`src/rtl/ttl_checksum_update.sv`:
```
// ttl_checksum_update
//
// Sits after the IPv4 header-checksum stage. For each IPv4 packet it checks
// the folded header sum, decrements TTL, and patches the header checksum
// incrementally. Packets with a bad checksum or an expiring TTL are dropped
// and counted. Non-IPv4 frames and single-beat frames pass through untouched.
//
// Ports
//   AXI_ACLK, AXI_RESET      clock, synchronous active-high reset
//   S_AXIS_*                 input stream (TDATA/TSTRB/TUSER/TVALID/TLAST, TREADY out)
//   M_AXIS_*                 output stream (TDATA/TSTRB/TUSER/TVALID/TLAST, TREADY in)
//   checksum_final_in[31:0]  unfolded IPv4 header sum for the current packet
//   low_ip_addr_in[15:0]     destination IP [15:0] for the current packet
//   ip_dst_out, ip_dst_valid full destination IP, one-cycle pulse per header sent
//   bad_csum_count           packets dropped for a bad header checksum
//   ttl_exp_count            packets dropped for TTL <= 1
module ttl_checksum_update #(
    parameter int C_M_AXIS_DATA_WIDTH  = 256,
    parameter int C_S_AXIS_DATA_WIDTH  = 256,
    parameter int C_M_AXIS_TUSER_WIDTH = 128,
    parameter int C_S_AXIS_TUSER_WIDTH = 128
) (
    input  logic                                AXI_ACLK,
    input  logic                                AXI_RESET,

    input  logic [C_S_AXIS_DATA_WIDTH-1:0]      S_AXIS_TDATA,
    input  logic [C_S_AXIS_DATA_WIDTH/8-1:0]    S_AXIS_TSTRB,
    input  logic [C_S_AXIS_TUSER_WIDTH-1:0]     S_AXIS_TUSER,
    input  logic                                S_AXIS_TVALID,
    input  logic                                S_AXIS_TLAST,
    output logic                                S_AXIS_TREADY,

    output logic [C_M_AXIS_DATA_WIDTH-1:0]      M_AXIS_TDATA,
    output logic [C_M_AXIS_DATA_WIDTH/8-1:0]    M_AXIS_TSTRB,
    output logic [C_M_AXIS_TUSER_WIDTH-1:0]     M_AXIS_TUSER,
    output logic                                M_AXIS_TVALID,
    output logic                                M_AXIS_TLAST,
    input  logic                                M_AXIS_TREADY,

    input  logic [31:0]                         checksum_final_in,
    input  logic [15:0]                         low_ip_addr_in,

    output logic [31:0]                         ip_dst_out,
    output logic                                ip_dst_valid,
    output logic [31:0]                         bad_csum_count,
    output logic [31:0]                         ttl_exp_count
);

    localparam int SDW = C_S_AXIS_DATA_WIDTH;
    localparam int SKW = C_S_AXIS_DATA_WIDTH / 8;
    localparam int SUW = C_S_AXIS_TUSER_WIDTH;
    localparam int MDW = C_M_AXIS_DATA_WIDTH;
    localparam int MKW = C_M_AXIS_DATA_WIDTH / 8;
    localparam int MUW = C_M_AXIS_TUSER_WIDTH;

    typedef enum logic [2:0] {
        WAIT_HDR,
        FOLD1,
        FOLD2,
        SEND_HDR,
        PAYLOAD,
        DROP,
        BYPASS
    } state_t;

    // First fold of the 32-bit sum: high half plus low half, keeping the carry.
    function automatic logic [16:0] fold_halves(input logic [31:0] sum);
        return {1'b0, sum[31:16]} + {1'b0, sum[15:0]};
    endfunction

    // Add the carry bit back in (end-around carry). Cannot overflow again
    // because the 17-bit input is at most 0x1FFFE.
    function automatic logic [15:0] end_around(input logic [16:0] s);
        return s[15:0] + {15'd0, s[16]};
    endfunction

    function automatic logic [15:0] ones_add(input logic [15:0] a, input logic [15:0] b);
        return end_around({1'b0, a} + {1'b0, b});
    endfunction

    state_t           state_q, state_d;

    logic [SDW-1:0]   hold_data_q;
    logic [SKW-1:0]   hold_strb_q;
    logic [SUW-1:0]   hold_user_q;
    logic             hold_last_q;

    logic [MDW-1:0]   m_data_q;
    logic [MKW-1:0]   m_strb_q;
    logic [MUW-1:0]   m_user_q;
    logic             m_last_q;
    logic             m_valid_q;

    logic [16:0]      s1_q;
    logic [15:0]      low_ip_q;
    logic [31:0]      ip_dst_q;
    logic             ip_dst_valid_q;
    logic [31:0]      bad_cnt_q;
    logic [31:0]      ttl_cnt_q;

    logic             out_free;
    logic             s_ready;
    logic             is_ipv4_hdr;
    logic [15:0]      s2;
    logic [7:0]       hold_ttl;
    logic [15:0]      hold_csum;

    logic             capture_hold;
    logic             load_from_in;
    logic             load_from_hold;
    logic             patch_hdr;
    logic             bad_inc;
    logic             ttl_inc;

    // The output register can take a new beat this cycle if it is empty or
    // its current beat is being accepted downstream right now.
    assign out_free    = !m_valid_q || M_AXIS_TREADY;
    assign is_ipv4_hdr = !S_AXIS_TLAST
                      && (S_AXIS_TDATA[159:144] == 16'h0800)
                      && (S_AXIS_TDATA[143:136] == 8'h45);
    assign s2          = end_around(s1_q);
    assign hold_ttl    = hold_data_q[79:72];
    assign hold_csum   = hold_data_q[63:48];

    always_comb begin
        state_d        = state_q;
        s_ready        = 1'b0;
        capture_hold   = 1'b0;
        load_from_in   = 1'b0;
        load_from_hold = 1'b0;
        patch_hdr      = 1'b0;
        bad_inc        = 1'b0;
        ttl_inc        = 1'b0;

        case (state_q)
            WAIT_HDR: begin
                s_ready = out_free;
                if (S_AXIS_TVALID && out_free) begin
                    capture_hold = 1'b1;
                    if (is_ipv4_hdr) begin
                        state_d = FOLD1;
                    end else begin
                        // Not ours to modify: forward beat 0 straight away.
                        load_from_in = 1'b1;
                        state_d      = S_AXIS_TLAST ? WAIT_HDR : BYPASS;
                    end
                end
            end
            FOLD1: begin
                state_d = FOLD2;
            end
            FOLD2: begin
                // A bad checksum outranks an expiring TTL; only one counter moves.
                if (s2 != 16'hFFFF) begin
                    bad_inc = 1'b1;
                    state_d = DROP;
                end else if (hold_ttl <= 8'd1) begin
                    ttl_inc = 1'b1;
                    state_d = DROP;
                end else begin
                    patch_hdr = 1'b1;
                    state_d   = SEND_HDR;
                end
            end
            SEND_HDR: begin
                if (out_free) begin
                    load_from_hold = 1'b1;
                    state_d        = PAYLOAD;
                end
            end
            PAYLOAD, BYPASS: begin
                s_ready = out_free;
                if (S_AXIS_TVALID && out_free) begin
                    load_from_in = 1'b1;
                    if (S_AXIS_TLAST) begin
                        state_d = WAIT_HDR;
                    end
                end
            end
            DROP: begin
                s_ready = 1'b1;
                if (S_AXIS_TVALID && S_AXIS_TLAST) begin
                    state_d = WAIT_HDR;
                end
            end
            default: begin
                state_d = WAIT_HDR;
            end
        endcase
    end

    assign S_AXIS_TREADY = s_ready && !AXI_RESET;

    always_ff @(posedge AXI_ACLK) begin
        if (AXI_RESET) begin
            state_q        <= WAIT_HDR;
            hold_data_q    <= '0;
            hold_strb_q    <= '0;
            hold_user_q    <= '0;
            hold_last_q    <= 1'b0;
            m_data_q       <= '0;
            m_strb_q       <= '0;
            m_user_q       <= '0;
            m_last_q       <= 1'b0;
            m_valid_q      <= 1'b0;
            s1_q           <= '0;
            low_ip_q       <= '0;
            ip_dst_q       <= '0;
            ip_dst_valid_q <= 1'b0;
            bad_cnt_q      <= '0;
            ttl_cnt_q      <= '0;
        end else begin
            state_q        <= state_d;
            ip_dst_valid_q <= 1'b0;

            if (capture_hold) begin
                hold_data_q <= S_AXIS_TDATA;
                hold_strb_q <= S_AXIS_TSTRB;
                hold_user_q <= S_AXIS_TUSER;
                hold_last_q <= S_AXIS_TLAST;
            end

            // Side inputs become valid the cycle after the beat-0 handshake.
            if (state_q == FOLD1) begin
                s1_q     <= fold_halves(checksum_final_in);
                low_ip_q <= low_ip_addr_in;
            end

            // TTL is the high byte of its 16-bit header word, so decrementing
            // it lowers the word by 0x0100; the checksum rises by the same amount.
            if (patch_hdr) begin
                hold_data_q[79:72] <= hold_ttl - 8'd1;
                hold_data_q[63:48] <= ones_add(hold_csum, 16'h0100);
            end

            if (load_from_in) begin
                m_data_q  <= MDW'(S_AXIS_TDATA);
                m_strb_q  <= MKW'(S_AXIS_TSTRB);
                m_user_q  <= MUW'(S_AXIS_TUSER);
                m_last_q  <= S_AXIS_TLAST;
                m_valid_q <= 1'b1;
            end else if (load_from_hold) begin
                m_data_q       <= MDW'(hold_data_q);
                m_strb_q       <= MKW'(hold_strb_q);
                m_user_q       <= MUW'(hold_user_q);
                m_last_q       <= hold_last_q;
                m_valid_q      <= 1'b1;
                ip_dst_q       <= {hold_data_q[15:0], low_ip_q};
                ip_dst_valid_q <= 1'b1;
            end else if (M_AXIS_TREADY) begin
                m_valid_q <= 1'b0;
            end

            if (bad_inc) begin
                bad_cnt_q <= bad_cnt_q + 32'd1;
            end
            if (ttl_inc) begin
                ttl_cnt_q <= ttl_cnt_q + 32'd1;
            end
        end
    end

    assign M_AXIS_TDATA   = m_data_q;
    assign M_AXIS_TSTRB   = m_strb_q;
    assign M_AXIS_TUSER   = m_user_q;
    assign M_AXIS_TLAST   = m_last_q;
    assign M_AXIS_TVALID  = m_valid_q;
    assign ip_dst_out     = ip_dst_q;
    assign ip_dst_valid   = ip_dst_valid_q;
    assign bad_csum_count = bad_cnt_q;
    assign ttl_exp_count  = ttl_cnt_q;

endmodule

```
`config.mk`:
```
export PLATFORM = sky130hd
export DESIGN_NAME = ttl_checksum_update
export DESIGN_NICKNAME = d
export VERILOG_FILES = /design/src/rtl/ttl_checksum_update.sv
export SDC_FILE = /design/constraint.sdc
export NUM_CORES = 2
export LEC_CHECK = 0
export BUFFER_PORTS_ARGS = -buffer_cell sky130_fd_sc_hd__buf_2
export CAP_MARGIN = 15
export CORE_AREA = 3 3 379 381
export DETAILED_ROUTE_END_ITERATION = 10
export DIE_AREA = 0 0 382 384
export GPL_ROUTABILITY_DRIVEN = 0
export HOLD_SLACK_MARGIN = 0.03
export PLACE_DENSITY = 0.5
export SLEW_MARGIN = 40
export SYNTH_ARGS = -nofsm -noshare
export SYNTH_HDL_FRONTEND = slang
export SYNTH_SLANG_ARGS = --single-unit
```
`constraint.sdc`:
```
create_clock -name AXI_ACLK -period 3.4 [get_ports AXI_ACLK]
set_input_delay 1.02 -clock AXI_ACLK [delete_from_list [all_inputs] [get_ports AXI_ACLK]]
set_output_delay 1.02 -clock AXI_ACLK [all_outputs]
set_load 0.02 [all_outputs]
```
; ---- Yosys cells after proc, flatten, opt, wreduce, memory -nomap -nowiden
; Index checks and enable logic that the tools add are counted.
[word_totals]
register_bits = 968
latchBits = 0
mem_bits_rw = 0
mem_bits_ro = 0
input_bits = 469
out_inout_bits = 516
word_cells = 99
mem_count = 0
[op_classes]
add_sub_neg = 7
n_mul = 0
n_div = 0
order_cmp = 1
eq_ne = 14
shifts = 0
muxes = 41
bitwise = 1
n_reduce_logical = 18
[ops]
columns = operator, n
row1 = two-way mux 256 bit, 2
row2 = two-way mux 128 bit, 2
row3 = two-way mux 80 bit, 1
row4 = "adder 32 x 1 -> 32 bit, second input constant", 2
row5 = two-way mux 32 bit, 2
row6 = adder 16 x 1 -> 16 bit, 2
row7 = two-way mux 3 bit, 9
row8 = two-way mux 1 bit, 20
row9 = case mux 3 bit (6 select lines), 1
row10 = adder 16 x 16 -> 17 bit, 1
row11 = "adder 16 x 9 -> 17 bit, second input constant", 1
row12 = "== test 16 x 12 -> 1 bit, second input constant", 1
row13 = two-way mux 16 bit, 1
row14 = "inequality test 16 bit, second input constant", 1
row15 = "inequality test 2 bit, second input constant", 5
row16 = "== test 3 bit, second input constant", 3
row17 = "== test 8 x 7 -> 1 bit, second input constant", 1
row18 = "<= comparator 8 x 1 -> 1 bit, second input constant", 1
row19 = two-way mux 8 bit, 1
row20 = "subtractor 8 x 1 -> 8 bit, second input constant", 1
row21 = "== test 3 x 2 -> 1 bit, second input constant", 2
row22 = logical AND 1 bit, 5
row23 = AND reduction 5 bit, 1
row24 = case mux 1 bit (2 select lines), 2
row25 = other kinds (10), 14

; ---- Depth between registers and ports, before layout
[depth]
depth_word = 8
depth_mapped = 13
ltp_nobuf = 13

; ---- Least setup slack after synthesis
; OpenSTA, ideal clock, no wires.
[synth_timing]
path_type = reg2reg
from = reg s1_q[0]
to = reg ttl_cnt_q[30], in the netlist ttl_exp_count[30]
setup_ns = 0.070
arrival_time_ns = 3.385
required_ns = 3.330
slack_ns = -0.056
stages_incl_launch_ff = 14
path_buffers = 3
synth_period_minus_slack_ns = 3.456
path_cell_list = dfxtp_1 ha_1 ha_1 nand4_1 a2111oi_4 o21bai_1 a211o_1 or4b_1 clkbuf_1 or4_1 buf_2 buf_6 or3_1 a21oi_1
[synth_between]
elab_chain_len = 4
[synth_rtl]
columns = element, line
row1 = start: declaration, 94  ; logic [16:0] s1_q;
row2 = start signal: assignment, 225  ; s1_q <= fold_halves(checksum_final_in);
row3 = adder 16 x 1 -> 16 bit, 74  ; return s[15:0] + {15'd0, s[16]};
row4 = inequality test 16 bit, 154  ; if (s2 != 16'hFFFF) begin
row5 = two-way mux 1 bit, 154
row6 = two-way mux 1 bit, 135  ; case (state_q)
row7 = end signal: assignment, 258  ; ttl_cnt_q <= ttl_cnt_q + 32'd1;
row8 = end: declaration, 99  ; logic [31:0] ttl_cnt_q;
; No other way between the ends.
; A chain may end at the register's enable or synchronous reset.

; ---- Worst setup path in the final report
[layout_timing]
from = reg s1_q[0]
to = reg ttl_cnt_q[14], in the netlist ttl_exp_count[14]
; Same word-level chain as after synthesis.

==> run metrics <==
Levels on crit path 11; Final ANT Viol Nets 0; Routed WL per cell 19.7 um; total number of vias 36198; Post-route DRC 0; Slew Viols, Final 0; Slowest cell on crit path or4b_4; DIE AREA 0.147 mm^2; core area 0.141 mm^2; initial antenna violation count 58; CP Capture Point ttl_exp_count[14]; sequential cell area fraction in the yosys report 52.2%; worst clock skew 0.0548 ns; Power Density 630 mW/mm^2; Inst Count DP 7265; Total GRT Usage 19.0%; share of cells above drive strength 1 23.9%; Setup TNS 0 ns; Starting Density 26.3%; Hold Crit Class flop to flop; CTS H-Tree Depth 3; crit path max fanout 7; Buf/Inv on CP 1; drt initial violations 2259; design area 0.0485 mm^2; kind of cell adding the most delay to the critical path simple AND/OR/NAND/NOR gates; Synth Net Count 5099; final setup fails 0; Setup WS pre-CTS -0.162 ns; crit end category flop; relative slew slack 39.1%; Final Util 34.4%; placed cell area 0.0449 mm^2; Post-synth EDFFs 0; fmax 309 MHz; area added between synthesis and finish 30.7%; Synth cell types 60; Final WS setup 0.165 ns; reg-to-reg critical path startpoint s1_q[0]; DR pass1 iterations 6; max incr delay on CP 0.51 ns; Syn Inst Count 4602; RSZ-0062 raised after global routing no; synth warn 0; Final min period 3.23 ns; hold_buf cts 0; CTS tree built; max-cap viol count 0; CP required 4.06 ns; CTS max path bufs 3; CTS Sinks 968; NumNets Final 5983; Synth Area per Inst 8.06 um^2; via/cell ratio 4.84; CP Cell Sequence ha_2 > ha_1 > nand4_1 > a2111oi_4 > o21bai_1 > a211o_1 > or4b_4 > or4_4 > buf_4 > or3_1 > a21oi_1; worst r2r dst ttl_exp_count[14]; flip-flop and latch count after synthesis 968; Top Ports 985; Die H 384 um; Worst VDD drop 0.434 mV; final worst path period share 95.1%; Worst Reg-to-Reg Cells 11; worst-margin pin slew 0.914 ns; critical path type flop to flop; global-route wire length before repair 216 mm; Leak 19.7 nW; status finished clean; DIE WIDTH 382 um; Finished Layout Cells 7485; Clk Latency, worst-skew pair 0.75 ns; Rows 138; HPWL Detailed 104 mm; largest net degree at the start of global routing 164; IO Port Bufs 984; Post-Syn Area 0.0371 mm^2; Tot Pwr 30.6 mW; CTS clk-pin slew, worst paths 0.06 ns; Fin. Hold Viols 0; r2r setup slk 0.17 ns; Startpoint Class flop; vias in the first global route 33775; Min Hold Slack 0.433 ns; final WL 148 mm; Setup crit start s1_q[0]; Worst Path Arrival 3.90 ns; Remaining Overflow, GRT 0; Primary FF master, synth dfxtp_1; ys async rst share 0%; CTS Root Cell clkbuf_16; cts bufs inserted 109
==> timing repair <==
action	4_1_cts	5_1_grt
endpoints found under the setup margin	7	11
buffers inserted	0	0
pin swaps	0	1
resized for setup	3	6
gates cloned	0	0
==> cell families (layout without fill, tap and decap cells) <==
family          Yosys count  after routing  synth area share, %
buf+inv                 414           1379                 4.22
compound gates         1434           1434                 22.7
simple gates           1699           1699                 18.5
fa+ha+maj                28             28                0.965
other cells               0             28                    0
flops                   968            968                 52.2
xor+xnor                 57             57                 1.35
mux                       2              2               0.0540
==> worst min path at each step <==
stage / from / to / slack [ns] / cells after the start
3_5_place_dp: ip_dst_out[0] / ip_dst_out[0] / 0.44 / 2
6_report: low_ip_q[15] / ip_dst_out[15] / 0.43 / 2
4_1_cts: S_AXIS_TDATA[32] / hold_data_q[32] / 0.42 / 3
3_3_place_gp: low_ip_q[11] / ip_dst_out[11] / 0.44 / 2
5_1_grt: low_ip_q[15] / ip_dst_out[15] / 0.44 / 2
2_1_floorplan: low_ip_q[0] / ip_dst_out[0] / 0.43 / 2
==> layer usage <==
metal / track usage, % / part of all wire [%] / up-vias
li1: - / - / 17601
met3: 5.57 / 7.6 / 241
met4: 7.95 / 3.2 / 28
met2: 31.6 / 49 / 1043
met5: 0 / 0.12 / -
met1: 22.7 / 41 / 17285
==> area by class of cell <==
class	count	area, um^2
Clock buffer	159	3120
Inverter	45	169
Clock inverter	33	422
Timing Repair Buffer	1142	6750
Sequential cell	968	19400
Antenna cell	28	70.1
Multi-Input combinational cell	3220	16200
Tap cell	1890	2360
Fill cell	15012	92400
==> registers in the layout (all words and copies together) (netlist names) <==
register	count
hold_strb_q	32
ttl_exp_count	32
low_ip_q	16
state_q	3
M_AXIS_TDATA	256
ip_dst_valid	1
M_AXIS_TUSER	128
hold_user_q	128
hold_data_q	256
hold_last_q	1
M_AXIS_TLAST	1
s1_q	17
bad_csum_count	32
M_AXIS_TVALID	1
M_AXIS_TSTRB	32
ip_dst_out	32
==> worst register-to-register path: stages, from the launching register on <==
cell and delay [ns]:
dfxtp_2 0.36, ha_2 0.18, ha_1 0.19, nand4_1 0.17, a2111oi_4 0.24, o21bai_1 0.14, a211o_1 0.30, or4b_4 0.51
or4_4 0.45, buf_4 0.17, or3_1 0.30, a21oi_1 0.15
==> layout by cell type, fill, tap and decap left out, drive strengths merged, types with 5 or more instances in the layout <==
cell,n
a21oi,908
and4,6
diode,28
or4,10
a211oi,5
nor3,25
and2,9
nand3,29
xor2,17
nand2,1399
nand4,22
xnor2,40
nor2,109
clkinvlp,6
nor4b,6
and3,14
dfxtp,968
clkinv,22
a22oi,404
buf,1142
o21ai,43
clkbuf,159
or3,20
ha,27
inv,46
nand3b,5
a31oi,27
nor4,25
==> report_power, final <==
| group | internal, mW | switching [mW] |
|---|---|---|
| Combinational | 1.96 | 3.86 |
| Clock | 6.67 | 5.05 |
| Sequential | 12.4 | 0.602 |
==> synthesized netlist by cell type (22+ instances only) <==
| master | instances | area [um^2] |
|---|---|---|
| a22oi_1 | 404 | 3030 |
| a21oi_1 | 908 | 4540 |
| nand3_1 | 29 | 145 |
| nand4_1 | 22 | 138 |
| a31oi_1 | 27 | 169 |
| ha_1 | 27 | 338 |
| xnor2_1 | 40 | 350 |
| o21ai_0 | 42 | 210 |
| dfxtp_1 | 968 | 19400 |
| clkbuf_1 | 351 | 1320 |
| nand2_1 | 1399 | 5250 |
| nor2_1 | 109 | 409 |
| nor4_1 | 24 | 150 |
| inv_1 | 45 | 169 |
| nor3_1 | 25 | 125 |
Note: power is estimated with default switching activity, not from simulation.
